===== config.mk =====
export PLATFORM = sky130hd
export DESIGN_NAME = counter_sched
export DESIGN_NICKNAME = d
export VERILOG_FILES = /design/src/rtl/counter_sched_pkg.sv /design/src/rtl/counter_sched_rr_arb2.sv /design/src/rtl/counter_sched.sv
export SDC_FILE = /design/constraint.sdc
export NUM_CORES = 1
export LEC_CHECK = 0
export CAP_MARGIN = 30
export CORE_UTILIZATION = 30
export DETAILED_ROUTE_END_ITERATION = 7
export SLEW_MARGIN = 20
export SYNTH_ARGS = -nofsm -noshare
export SYNTH_HDL_FRONTEND = slang
export SYNTH_SLANG_ARGS = --single-unit
export TNS_END_PERCENT = 5

===== constraint.sdc =====
create_clock -name clk -period 3.1 [get_ports clk]
set_clock_uncertainty 0.1 [all_clocks]
set_input_delay 0.465 -clock clk [delete_from_list [all_inputs] [get_ports clk]]
set_output_delay 0.465 -clock clk [all_outputs]
set_load 0.05 [all_outputs]

===== src/rtl/counter_sched_pkg.sv =====
// counter_sched shared types and defaults.
// Optional feature macro: COUNTER_SCHED_TIMEOUT_EN.
package counter_sched_pkg;

  localparam int NREQ         = 2;
  localparam int DEF_WIDTH    = 7;
  localparam int DEF_PRESCALE = 2;
  localparam int DEF_TIMEOUT  = 1024;

  typedef enum logic [1:0] {
    S_IDLE,
    S_LOAD,
    S_RUN,
    S_DONE
  } state_e;

  function automatic logic [NREQ-1:0] rr_pick(
    input logic [NREQ-1:0] req,
    input logic            ptr
  );
    logic [NREQ-1:0] g;
    g = '0;
    if (ptr) begin
      if (req[1])      g = 2'b10;
      else if (req[0]) g = 2'b01;
    end else begin
      if (req[0])      g = 2'b01;
      else if (req[1]) g = 2'b10;
    end
    return g;
  endfunction

endpackage


===== src/rtl/counter_sched_rr_arb2.sv =====
// Two-way round-robin arbiter for counter_sched.
// ptr names the requester that currently has priority.
module rr_arb2
  import counter_sched_pkg::*;
(
  input  logic [NREQ-1:0] req,
  input  logic            ptr,
  output logic [NREQ-1:0] grant
);

  always_comb begin
    grant = rr_pick(req, ptr);
  end

endmodule


===== src/rtl/counter_sched.sv =====
// Shared-counter scheduler: arbitrates two requesters onto one counter.
// Optional macro COUNTER_SCHED_TIMEOUT_EN adds a RUN-cycle timeout.
module counter_sched
  import counter_sched_pkg::*;
#(
  parameter int WIDTH    = DEF_WIDTH,
  parameter int PRESCALE = DEF_PRESCALE,
  parameter int TIMEOUT  = DEF_TIMEOUT
) (
  input  logic               clk,
  input  logic               rst,
  input  logic [1:0]         req,
  input  logic [2*WIDTH-1:0] req_n,
  output logic [1:0]         gnt,
  output logic [1:0]         rsp_valid,
  output logic [31:0]        rsp_data,
  output logic               rsp_err,
  output logic               busy,
  output logic [WIDTH-1:0]   cnt_N,
  output logic               cnt_en,
  output logic               cnt_clr,
  input  logic [31:0]        cnt_out,
  input  logic               cnt_done
);

  localparam int PW = (PRESCALE > 1) ? $clog2(PRESCALE) : 1;

  state_e          state;
  state_e          state_nx;
  logic            ptr;
  logic [1:0]      arb_gnt;
  logic [PW-1:0]   pscnt;
  logic [WIDTH-1:0] sel_n;
  logic            own_req;
  logic            ps_hit;
  logic            to_hit;
  logic            finish;

  rr_arb2 u_arb (
    .req   (req),
    .ptr   (ptr),
    .grant (arb_gnt)
  );

  assign sel_n   = arb_gnt[1] ? req_n[WIDTH +: WIDTH]
                              : req_n[0 +: WIDTH];
  assign own_req = |(req & gnt);
  assign ps_hit  = (pscnt == PW'(PRESCALE - 1));
  assign finish  = cnt_done | to_hit;
  assign busy    = (state != S_IDLE);

`ifdef COUNTER_SCHED_TIMEOUT_EN
  localparam int TW = $clog2(TIMEOUT + 1);

  logic [TW-1:0] tcnt;
  logic          err_q;

  assign to_hit  = (state == S_RUN) &&
                   (tcnt == TW'(TIMEOUT - 1));
  assign rsp_err = err_q;

  always_ff @(posedge clk or posedge rst) begin
    if (rst) begin
      tcnt  <= '0;
      err_q <= 1'b0;
    end else begin
      if (state == S_LOAD) begin
        tcnt  <= '0;
        err_q <= 1'b0;
      end else if (state == S_RUN) begin
        tcnt <= tcnt + 1'b1;
        if (finish) err_q <= ~cnt_done;
      end
    end
  end
`else
  logic unused_timeout;

  assign unused_timeout = (TIMEOUT == 0);
  assign to_hit         = 1'b0;
  assign rsp_err        = 1'b0;
`endif

  always_comb begin
    state_nx  = state;
    cnt_clr   = 1'b0;
    cnt_en    = 1'b0;
    rsp_valid = '0;
    unique case (state)
      S_IDLE: begin
        if (|req) state_nx = S_LOAD;
      end
      S_LOAD: begin
        cnt_clr = 1'b1;
        if (!own_req)         state_nx = S_IDLE;
        else if (cnt_N == '0) state_nx = S_DONE;
        else                  state_nx = S_RUN;
      end
      S_RUN: begin
        // abort clears the counter so the next owner starts clean
        if (!own_req) begin
          cnt_clr  = 1'b1;
          state_nx = S_IDLE;
        end else if (finish) begin
          state_nx = S_DONE;
        end else begin
          cnt_en = ps_hit;
        end
      end
      S_DONE: begin
        rsp_valid = gnt;
        state_nx  = S_IDLE;
      end
      default: state_nx = S_IDLE;
    endcase
  end

  always_ff @(posedge clk or posedge rst) begin
    if (rst) begin
      state    <= S_IDLE;
      ptr      <= 1'b0;
      gnt      <= '0;
      cnt_N    <= '0;
      pscnt    <= '0;
      rsp_data <= '0;
    end else begin
      state <= state_nx;
      unique case (state)
        S_IDLE: begin
          if (|req) begin
            gnt   <= arb_gnt;
            cnt_N <= sel_n;
            ptr   <= arb_gnt[0];
          end
        end
        S_LOAD: begin
          pscnt    <= '0;
          rsp_data <= '0;
          if (!own_req) gnt <= '0;
        end
        S_RUN: begin
          pscnt <= ps_hit ? '0 : pscnt + 1'b1;
          if (!own_req)    gnt      <= '0;
          else if (finish) rsp_data <= cnt_out;
        end
        S_DONE: begin
          gnt <= '0;
        end
        default: gnt <= '0;
      endcase
    end
  end

endmodule


==> results of run 1 <==
-- kinds of logic (layout without fill, tap and decap cells) --
logic type               after synthesis  in the layout
AO/OA/AOI/OAI                         74             74
adder cells (fa/ha/maj)                5              5
buffers and inverters                 29            120
flip-flops                            45             45
multiplexers                           4              4
other                                  1              1
AND/OR/NAND/NOR                      107            107
-- power groups by stage --
stage          combinational (uW)  sequential (uW)  clock (uW)
3_5_place_dp                 1190              770           0
2_1_floorplan                 557              975           0
3_3_place_gp                 1190              766           0
4_1_cts                      1200              759         471
5_1_grt                      1280              773         501
6_report                     1180              755         458
-- state kept, by name, indices dropped and copies added (netlist names) --
signal / count
state: 2
ps_hit: 1
rsp_data: 32
ptr: 1
gnt: 2
cnt_N: 7
-- final cells by class --
class	instances	share of cell area [%]
multi-input combinational	191	33.71
sequential	45	30.55
timing repair buffer	105	28.45
tap	102	3.462
clock buffer	5	1.867
clock inverter	3	1.256
inverter	7	0.7128
-- metrics by stage --
| step | instance area (um^2) | setup slack [ns] | total power (uW) | util, % | hold WS [ns] |
|---|---|---|---|---|---|
| floorplan | 2507 | 0.05509 | 1532 | - | 0.3432 |
| global placement | 3571 | 0.5546 | 1954 | 45.27 | 0.3843 |
| detailed placement | 3571 | 0.5121 | 1962 | 45.27 | 0.3798 |
| CTS | 3686 | 0.5181 | 2426 | 46.73 | 0.3525 |
| global route | 3686 | 0.4015 | 2550 | 46.73 | 0.3869 |
| finish | 3686 | 0.5566 | 2394 | 46.73 | 0.3381 |
-- how the worst min path moves through the flow --
stage | from | endpoint | slack, ns | cells after the start
2_1_floorplan | ps_hit | ps_hit | 0.34 | 1
3_3_place_gp | ps_hit | ps_hit | 0.38 | 1
3_5_place_dp | ps_hit | ps_hit | 0.38 | 1
4_1_cts | rst | rsp_data[15] | 0.35 | 2
5_1_grt | rst | rsp_data[8] | 0.39 | 2
6_report | rst | rsp_data[15] | 0.34 | 2
-- metal layers --
layer | share of wire, % | global-route usage, % | vias to the layer above
li1 | - | - | 1144
met1 | 44 | 22.39 | 1108
met2 | 48 | 28.49 | 81
met3 | 6.7 | 3.740 | 6
met4 | 0.92 | 4.103 | 0
met5 | 0 | 0 | -
-- cell usage after synthesis (all sizes together), types with 3 or more instances --
master,count,area [um^2]
and4,7,63.81
buf,11,70.07
ha,5,62.56
a31oi,8,50.05
nor2b,16,100.1
nor4b,9,78.83
or3,15,93.84
o21ai,7,35.03
nor3b,3,22.52
a21oi,36,180.2
and2,3,18.77
clkbuf,11,42.54
dfrtp,45,1126
nand3b,7,52.55
inv,6,22.52
a221o,17,170.2
nor2,9,33.78
mux2,3,33.78
nand2,35,131.4
==> impl_metrics.tcl, run 1 <==
set metrics [dict create \
    peakVddDrop_uv 534.9 \
    cp_max_fo 18 \
    totalWireLength_mm 7.065 \
    tightest_slew_ns 0.7034 \
    grt_overflow 0 \
    end_kind "primary output" \
    cp_data_required_time_ns 2.53 \
    holdBufCountCts 0 \
    pwr_density_cell_nw_per_um2 649.4 \
    synth-compound-area-share_pct 20.31 \
    ys_ff_latch 45 \
    final_antenna_net_count 0 \
    pwr-share-clk_pct 19.1 \
    die_h_um 93.42 \
    layout-drive-gt1-share_pct 8.146 \
    maxSlewViolCount 0 \
    switching_share_pct 44.69 \
    routabilityCongestion 0.8084 \
    cts_buffers 5 \
    globalRouteTotalUtil_pct 17.05 \
    r2r_start "state[1]" \
    r2r_slack_ns 0.77 \
    grt_max_degree 44 \
    critical-path-slowest-cell "ha_1" \
    clk_latency_ns 0.30 \
    drt_iter0_drc 171 \
    place_inst 450 \
    r2r.worst_path.cells 5 \
    final_cell_mix "clkdlybuf4s50_1 (94), dfrtp_1 (45), a21oi_1 (36), nand2_1 (35), a221o_1 (17)" \
    post_cts_buffers 0 \
    rr_endpoint "rsp_data[5]" \
    synthMuxAreaShare_pct 1.747 \
    synth_edf_count 0 \
    crit_family "buffers and inverters" \
    max_slew_margin_pct 52.96 \
    clock-sinks 45 \
    syn_area_um2 2507 \
    cellLeakagePower_uw 0.001573 \
    power_switching_uw 1070 \
    via_per_inst 5.107 \
    criticalPathCategory "flop to primary output" \
    yosysUniqueCellTypes 36 \
    yosysSeqAreaShare_pct 44.91 \
    seq_power_share_pct 31.5 \
    synth_cells 265 \
    synthFlopType "dfrtp_1" \
    status "complete, no violations" \
    crit_path_start_kind "flop" \
    fillers 773 \
    dpl.hpwl_mm 5.002 \
    synthXorXnorAreaFrac_pct 0 \
    cts_root_buf "clkbuf_8" \
    core-area_um2 7888 \
    fin_crit_sh_pct 82.04 \
    crit_path_start "state[1]" \
    synth_top_family_by_area "simple AND/OR/NAND/NOR gates" \
    path_clk_slew_ns 0.10 \
    vias 2339 \
    crit_end "cnt_clr" \
    floorplan.initialDensity_pct 31.79 \
    async_flop_share_pct 100.0 \
    cts_tree "done" \
    port_buffers 96 \
    avgSynthCellArea_um2 9.462 \
    cp_data_arrival_time_ns 1.98 \
    p_int_uw 1324 \
    post_drt_wl_per_cell_um 15.43 \
    yosys.area_share.simple_pct 24.85 \
    multi_input_area_um2 1242 \
    cts_max_level 2 \
    rows 32 \
    cts.path.max_buffers 2 \
    n_antenna_cell 0 \
    cts_resized 0 \
    slowest_delay_ns 0.47 \
    ios 98 \
    syn_nets 321 \
    max_freq_mhz 393.2 \
    path_depth 6 \
    drtPass1Iterations 4 \
    final_common_cell "clkdlybuf4s50_1" \
    holdCritPathClass "input port to async pin" \
    nNetsFinal 411 \
    setup-violations-final 0 \
    combPwrFrac_pct 49.3 \
    area_growth_pct 47.01 \
    path_cells "inv_1 > ha_1 > clkinv_1 > buf_4 > nor2_1 > buf_12" \
    rsz0062_at_grt "false" \
    cap_violations 0 \
    die-area_um2 8727 \
    tns_ns 0 \
    grt_pass1_wl_mm 11.63 \
    post-route-min-period_ns 2.543 \
    final-seq-area_um2 1126 \
    crit_buf_inv 4 \
    antenna_found_initial 0 \
    fin_cells 458 \
    grt_pass1_vias 2323 \
    drcViolationCount 0 \
    die_width_um 93.42 \
    synthAdderAreaFrac_pct 2.495 \
    hold_viol_final 0 \
    yosysWarnings 0 \
]
No activity file was read; power rests on OpenSTA's default activity.
==> inputs of run 2 (changes only) <==
==> constraint.sdc (replaced) <==
create_clock -name clk -period 2.06 [get_ports clk]
set_clock_uncertainty 0.1 [all_clocks]
set_input_delay 0.309 -clock clk [delete_from_list [all_inputs] [get_ports clk]]
set_output_delay 0.309 -clock clk [all_outputs]
set_load 0.05 [all_outputs]
==> impl_metrics.tcl, run 2 (same netlist as run 1, synthesis figures left out) <==
set metrics [dict create \
    status "complete, no violations" \
    fin_crit_sh_pct 96.17 \
    final_common_cell "clkdlybuf4s50_1" \
    cp_data_arrival_time_ns 1.57 \
    rr_endpoint "rsp_data[21]" \
    r2r_slack_ns 0.13 \
    post-route-min-period_ns 1.981 \
    via_per_inst 5.072 \
    n_antenna_cell 0 \
    end_kind "primary output" \
    grt_pass1_wl_mm 11.70 \
    critical-path-slowest-cell "clkdlybuf4s50_1" \
    ios 98 \
    pwr_density_cell_nw_per_um2 949.2 \
    nNetsFinal 425 \
    clk_latency_ns 0.30 \
    place_inst 462 \
    max_freq_mhz 504.8 \
    holdCritPathClass "input port to async pin" \
    rows 32 \
    vias 2394 \
    grt_overflow 0 \
    cts_tree "done" \
    cts.path.max_buffers 2 \
    globalRouteTotalUtil_pct 16.99 \
    routabilityCongestion 0.7230 \
    cts_max_level 2 \
    crit_buf_inv 1 \
    die-area_um2 8727 \
    die_width_um 93.42 \
    cp_data_required_time_ns 1.65 \
    path_clk_slew_ns 0.08 \
    drcViolationCount 0 \
    max_slew_margin_pct 65.60 \
    r2r_start "state[1]" \
    r2r.worst_path.cells 5 \
    cp_max_fo 5 \
    path_cells "clkdlybuf4s50_1" \
    layout-drive-gt1-share_pct 14.05 \
    tns_ns 0 \
    totalWireLength_mm 7.089 \
    peakVddDrop_uv 521.6 \
    core-area_um2 7888 \
    drtPass1Iterations 4 \
    dpl.hpwl_mm 5.122 \
    tightest_slew_ns 0.5144 \
    clock-sinks 45 \
    cts_buffers 5 \
    cap_violations 0 \
    crit_family "buffers and inverters" \
    criticalPathCategory "flop to primary output" \
    whs_ns 0.2398 \
    top_regs "rsp_data (32), cnt_N (7)" \
    grt_max_degree 29 \
    fillers 737 \
    cellLeakagePower_uw 0.001663 \
    grt_pass1_vias 2347 \
    cts_root_buf "clkbuf_8" \
    fin_cells 472 \
    final_cell_mix "clkdlybuf4s50_1 (90), dfrtp_1 (43), a21oi_1 (36), nand2_1 (34), buf_4 (22)" \
    die_h_um 93.42 \
    largest_reg_flops 32 \
    regMostFlops "rsp_data" \
    area_growth_pct 52.94 \
    crit_path_start_kind "flop" \
    rsz0062_at_grt "true" \
    hold_viol_final 0 \
    maxSlewViolCount 0 \
    drt_iter0_drc 114 \
    setup-violations-final 0 \
    slowest_delay_ns 0.83 \
    floorplan.initialDensity_pct 31.79 \
    antenna_found_initial 1 \
    port_buffers 96 \
    post_drt_wl_per_cell_um 15.02 \
    final_antenna_net_count 0 \
]
-- run 2: cell count changes in the layout (fill, tap and decap cells not counted), sizes merged, moves of 2 or more --
| cell | before | now |
|---|---|---|
| clkdlybuf4s50 | 94 | 90 |
| buf | 11 | 28 |
| clkinv | 2 | 0 |
| clkbuf | 5 | 8 |
-- run 2: where the power goes --
part | internal (uW) | switching (uW)
Clock | 242 | 292
Sequential | 1010 | 138
Combinational | 761 | 1200
-- run 2: routing by layer --
layer / GRT usage, % / wire, um
met4: 4.872 / 103
met2: 27.76 / 3368
met1: 22.87 / 3269
met3: 3.171 / 333
met5: 0 / 13
-- run 2: worst max-delay path by stage --
| stage | cells past startpoint | to | slack, ns | from |
|---|---|---|---|---|
| 3_5_place_dp | 5 | rsp_data[19] | -0.04 | req[0] |
| 3_3_place_gp | 5 | rsp_data[11] | -0.002 | req[1] |
| 2_1_floorplan | 7 | cnt_en | -0.11 | state[0] |
| 4_1_cts | 5 | cnt_clr | 0.006 | state[1] |
| 5_1_grt | 5 | cnt_clr | -0.01 | state[1] |
| 6_report | 1 | gnt[0] | 0.08 | gnt[0] |
-- run 2: stage by stage --
step / setup slack, ns / area (um^2) / util, % / total power [uW]
floorplan: -0.1081 / 2530 / - / 2336
global placement: -0.002259 / 3700 / 46.91 / 3111
detailed placement: -0.03668 / 3700 / 46.91 / 3106
CTS: 0.006435 / 3806 / 48.26 / 3657
global route: -0.01366 / 3835 / 48.62 / 3873
finish: 0.07884 / 3835 / 48.62 / 3640
-- run 2: worst register-to-register path: stages, from the launching register on --
cell and delay (ns):
dfrtp_1 0.44, inv_1 0.13, ha_2 0.32, and2_1 0.22, and4_1 0.23, or3_1 0.37
-- run 2: cell type report --
cell class	instances	area, um^2	area share, %
multi-input cells	191	1279	33.34
repair buffers	119	1194	31.13
flip-flops and latches	45	1129	29.43
well taps	102	127.6	3.328
clock buffers	8	80.08	2.088
inverters	7	26.28	0.6852
-- run 2: timing repair --
action | 4_1_cts | 5_1_grt
gates resized for setup | 2 | 7
pin swaps | 1 | 1
hold endpoints to repair | 0 | 0
endpoints found under the setup margin | 18 | 3
setup buffers | 1 | 1
hold buffers | 0 | 0
==> inputs of run 3 (changes only) <==
==> constraint.sdc (replaced) <==
create_clock -name clk -period 2.4 [get_ports clk]
set_clock_uncertainty 0.1 [all_clocks]
set_input_delay 0.36 -clock clk [delete_from_list [all_inputs] [get_ports clk]]
set_output_delay 0.36 -clock clk [all_outputs]
set_load 0.05 [all_outputs]
==> impl_metrics.tcl, run 3 (same netlist as run 1, synthesis figures left out) <==
set metrics [dict create \
    post_drt_wl_per_cell_um 15.27 \
    dpl_cell_area_um2 3637 \
    design_area_um2 3720 \
    final_util_pct 47.16 \
    regMostFlops "rsp_data" \
    vias 2318 \
    totalWireLength_mm 7.087 \
    die-area_um2 8727 \
    setup-violations-final 0 \
    post-route-min-period_ns 2.317 \
    holdCritPathClass "input port to async pin" \
    path_depth 3 \
    path_cells "ha_1 > and2_1 > clkdlybuf4s50_1" \
    maxSlewViolCount 0 \
    grt_max_degree 46 \
    cts_root_buf "clkbuf_8" \
    whs_ns 0.2988 \
    drt_iter0_drc 101 \
    cellLeakagePower_uw 0.001608 \
    crit_path_start_kind "flop" \
    grt_pass1_vias 2297 \
    cts_resized 0 \
    antenna_found_initial 0 \
    drtPass1Iterations 4 \
    die_width_um 93.42 \
    port_buffers 96 \
    area_growth_pct 48.35 \
    globalRouteTotalUtil_pct 17.13 \
    fin_crit_sh_pct 96.56 \
    rows 32 \
    cts_buffers 5 \
    power.total_uw 3004 \
    cts_max_level 2 \
    r2r.worst_path.cells 5 \
    layout-drive-gt1-share_pct 9.945 \
    clock-sinks 45 \
    grt_overflow 0 \
    status "complete, no violations" \
    rsz0062_at_grt "false" \
    floorplan.initialDensity_pct 31.79 \
    ios 98 \
    slowest_delay_ns 0.80 \
    max_freq_mhz 431.5 \
    grt_pass1_wl_mm 11.67 \
    die_h_um 93.42 \
    crit_buf_inv 1 \
    hold_viol_final 0 \
    end_kind "primary output" \
    n_antenna_cell 0 \
    critical-path-slowest-cell "clkdlybuf4s50_1" \
    cp_data_arrival_time_ns 1.86 \
    tightest_slew_ns 0.6518 \
    routabilityCongestion 0.7299 \
    peakVddDrop_uv 553.1 \
    cap_violations 0 \
    cp_max_fo 4 \
    fillers 738 \
    top_regs "rsp_data (32), cnt_N (7)" \
    criticalPathCategory "flop to primary output" \
    final_common_cell "clkdlybuf4s50_1" \
    cp_data_required_time_ns 1.94 \
    final_cell_mix "clkdlybuf4s50_1 (93), dfrtp_1 (45), a21oi_1 (36), nand2_1 (35), a221o_1 (17)" \
    core-area_um2 7888 \
    largest_reg_flops 32 \
    holdBufCountCts 0 \
    dpl.hpwl_mm 4.892 \
    max_slew_margin_pct 56.41 \
    post_cts_buffers 0 \
    clk_latency_ns 0.30 \
    drcViolationCount 0 \
    pwr_density_cell_nw_per_um2 807.7 \
    final_antenna_net_count 0 \
    cts_tree "done" \
    cts.path.max_buffers 2 \
    path_clk_slew_ns 0.09 \
    via_per_inst 4.996 \
    nNetsFinal 417 \
    crit_family "buffers and inverters" \
]
run 3: report_power, final:
group	leakage, uW	internal (uW)	switching [uW]
Combinational	0.000960	565	1000
Clock	0.0000450	202	258
Sequential	0.000602	866	112
run 3: area by class of cell:
class                           count  area, um^2  share of cell area [%]
Multi-Input combinational cell    191        1254                   33.70
Timing Repair Buffer              111        1104                   29.67
Tap cell                          102       127.6                   3.431
Clock buffer                        6       72.57                   1.951
Sequential cell                    45        1126                   30.27
Clock inverter                      2       10.01                  0.2691
Inverter                            7       26.28                  0.7064
run 3: final timing paths:
kind                               start      endpoint  slack [ns]
worst min-delay path                 rst      cnt_N[0]        0.30
worst max-delay path            state[1]  rsp_valid[1]        0.08
min in group clk                  ps_hit        ps_hit        0.38
worst max register to register  state[1]  rsp_data[14]        0.36
max in group asynchronous            rst  rsp_data[29]        1.67
worst min register to register    ps_hit        ps_hit        0.38
run 3: metrics by stage:
step | setup slack, ns | std cells | setup TNS (ns)
after floorplan | -0.05213 | 265 | -0.05213
after global placement | 0.1461 | 456 | 0
final | 0.08254 | 464 | 0
after global routing | 0.01444 | 464 | 0
after detailed placement | 0.1081 | 456 | 0
after CTS | 0.07988 | 464 | 0
run 3: worst register-to-register path: cells and delay by family, from the launching register on:
| kind | cells | cell delay (ns) |
|---|---|---|
| compound gates | 1 | 0.25 |
| fa+ha+maj | 1 | 0.42 |
| buf+inv | 1 | 0.10 |
| flops | 1 | 0.41 |
| simple gates | 2 | 0.70 |
run 3: metal layers:
layer	wire length, um	GRT usage [%]
met1	3405	24.59
met5	0	0
met2	3347	26.10
met3	273	3.089
met4	61	5.128
==> RTL edit (config.mk and constraints of run 1) <==
The option `COUNTER_SCHED_TIMEOUT_EN` is turned on by a define.
--- a/src/rtl/counter_sched.sv
+++ b/src/rtl/counter_sched.sv
@@ -1,4 +1,6 @@
 // Shared-counter scheduler: arbitrates two requesters onto one counter.
 // Optional macro COUNTER_SCHED_TIMEOUT_EN adds a RUN-cycle timeout.
+`define COUNTER_SCHED_TIMEOUT_EN
+
 module counter_sched
   import counter_sched_pkg::*;
Formal check against the unedited RTL: same outputs for any inputs over 10 cycles, from zero or initial values and one cycle with rst high; that may be too few to reach the edited logic, so the function may still have changed.
==> RTL edit against run 1 <==
The run now ends with design-rule violations left; cell area grew 10%; largest cell class is now registers; first-iteration DRC count shrank 45%; worst hold slack gained 57 ps; register-to-register slack gained 100 ps; synthesized cell count shrank 5.3%; wire length shrank 2.3%; synthesized area grew 11%; sequential share of layout area grew 4.6 points; setup slack lost 270 ps; global-route usage shrank 2.2 points; power grew 26%; sequential cell count grew 12; utilization shrank 0.88 points; count of clock-buffer cells in the layout grew 10.
==> RTL edit: results (changes against run 1) <==
.. list-table::
   :header-rows: 1

   * - Metric
     - Value
   * - Status
     - finished with violations (was complete, no violations)
   * - Violated checks
     - design-rule violations
   * - Met1 WL
     - 3.360 mm (was 3.116 mm)
   * - Number of detailed-route iterations in the first pass
     - 8 (was 4)
   * - Worst r2r src
     - state[0]$_DFFE_PP0P_ (was state[1]$_DFFE_PP0P_)
   * - Placed inst area
     - 0.003831 mm^2 (was 0.003571 mm^2)
   * - Class of the tightest hold or removal check
     - reg2reg (was in2async)
   * - Detailed-route wire length
     - 6.903 mm (was 7.065 mm)
   * - M1 GR Usage
     - 20.78% (was 22.39%)
   * - Fraction of layout cells with a size suffix above 1
     - 11.05% (was 8.146%)
   * - Met2 global-route usage
     - 21.94% (was 28.49%)
   * - Place WS
     - 605.1 ps (was 512.1 ps)
   * - Distinct cell type count after synthesis
     - 49 (was 36)
   * - Area used by multi-input combinational logic
     - 0.001204 mm^2 (was 0.001242 mm^2)
   * - Capturing instance or port of the critical path
     - cnt_en (was cnt_clr)
   * - Remaining routing DRC violations
     - 12 (was 0)
   * - Worst path arrival time
     - 2250 ps (was 1980 ps)
   * - Worst slew pin tran
     - 591.9 ps (was 703.4 ps)
   * - Seq/Total Area, Yosys
     - 51.28% (was 44.91%)
   * - Dominant delay contributor by cell family on the critical path
     - compound AO/OA/AOI/OAI gates (was buffers and inverters)
   * - Via count of the first global-routing pass
     - 2301 (was 2323)
   * - Number of levels the H-tree was split into
     - 3 (was 2)
   * - Global-route met3 utilization
     - 4.295% (was 3.740%)
   * - Weighted congestion at the end of routability-driven global placement
     - 0.7926 (was 0.8084)
   * - Global-route wire length before repair
     - 11.49 mm (was 11.63 mm)
   * - Post-detail-place hpwl
     - 4.833 mm (was 5.002 mm)
-- RTL edit: cells by family (layout without fill, tap and decap cells) --
group / after synthesis / in the layout / synth area share, %
adders and majority gates: 5 / 5 / 2.249
xor gates and xnor gates: 3 / 3 / 0.9448
AOI/OAI and AO/OA: 81 / 81 / 22.31
buffers and inverters: 25 / 127 / 5.443
muxes: 11 / 11 / 4.094
DFF: 57 / 57 / 51.28
and+or+nand+nor: 69 / 69 / 13.68
-- RTL edit: layout make-up --
cell class / count / share of cell area (%)
Timing Repair Buffer: 103 / 25.53
Sequential cell: 57 / 35.15
Clock inverter: 1 / 0.7401
Tap cell: 108 / 3.330
Multi-Input combinational cell: 169 / 29.66
Inverter: 8 / 0.7401
Clock buffer: 15 / 4.841
-- RTL edit: power breakdown --
part / internal, mW / leakage (nW) / switching [mW]
clock: 0.482 / 0.116 / 0.281
sequential: 0.853 / 0.773 / 0.103
combinational: 0.467 / 0.917 / 0.836
total: 1.80 / 1.81 / 1.22
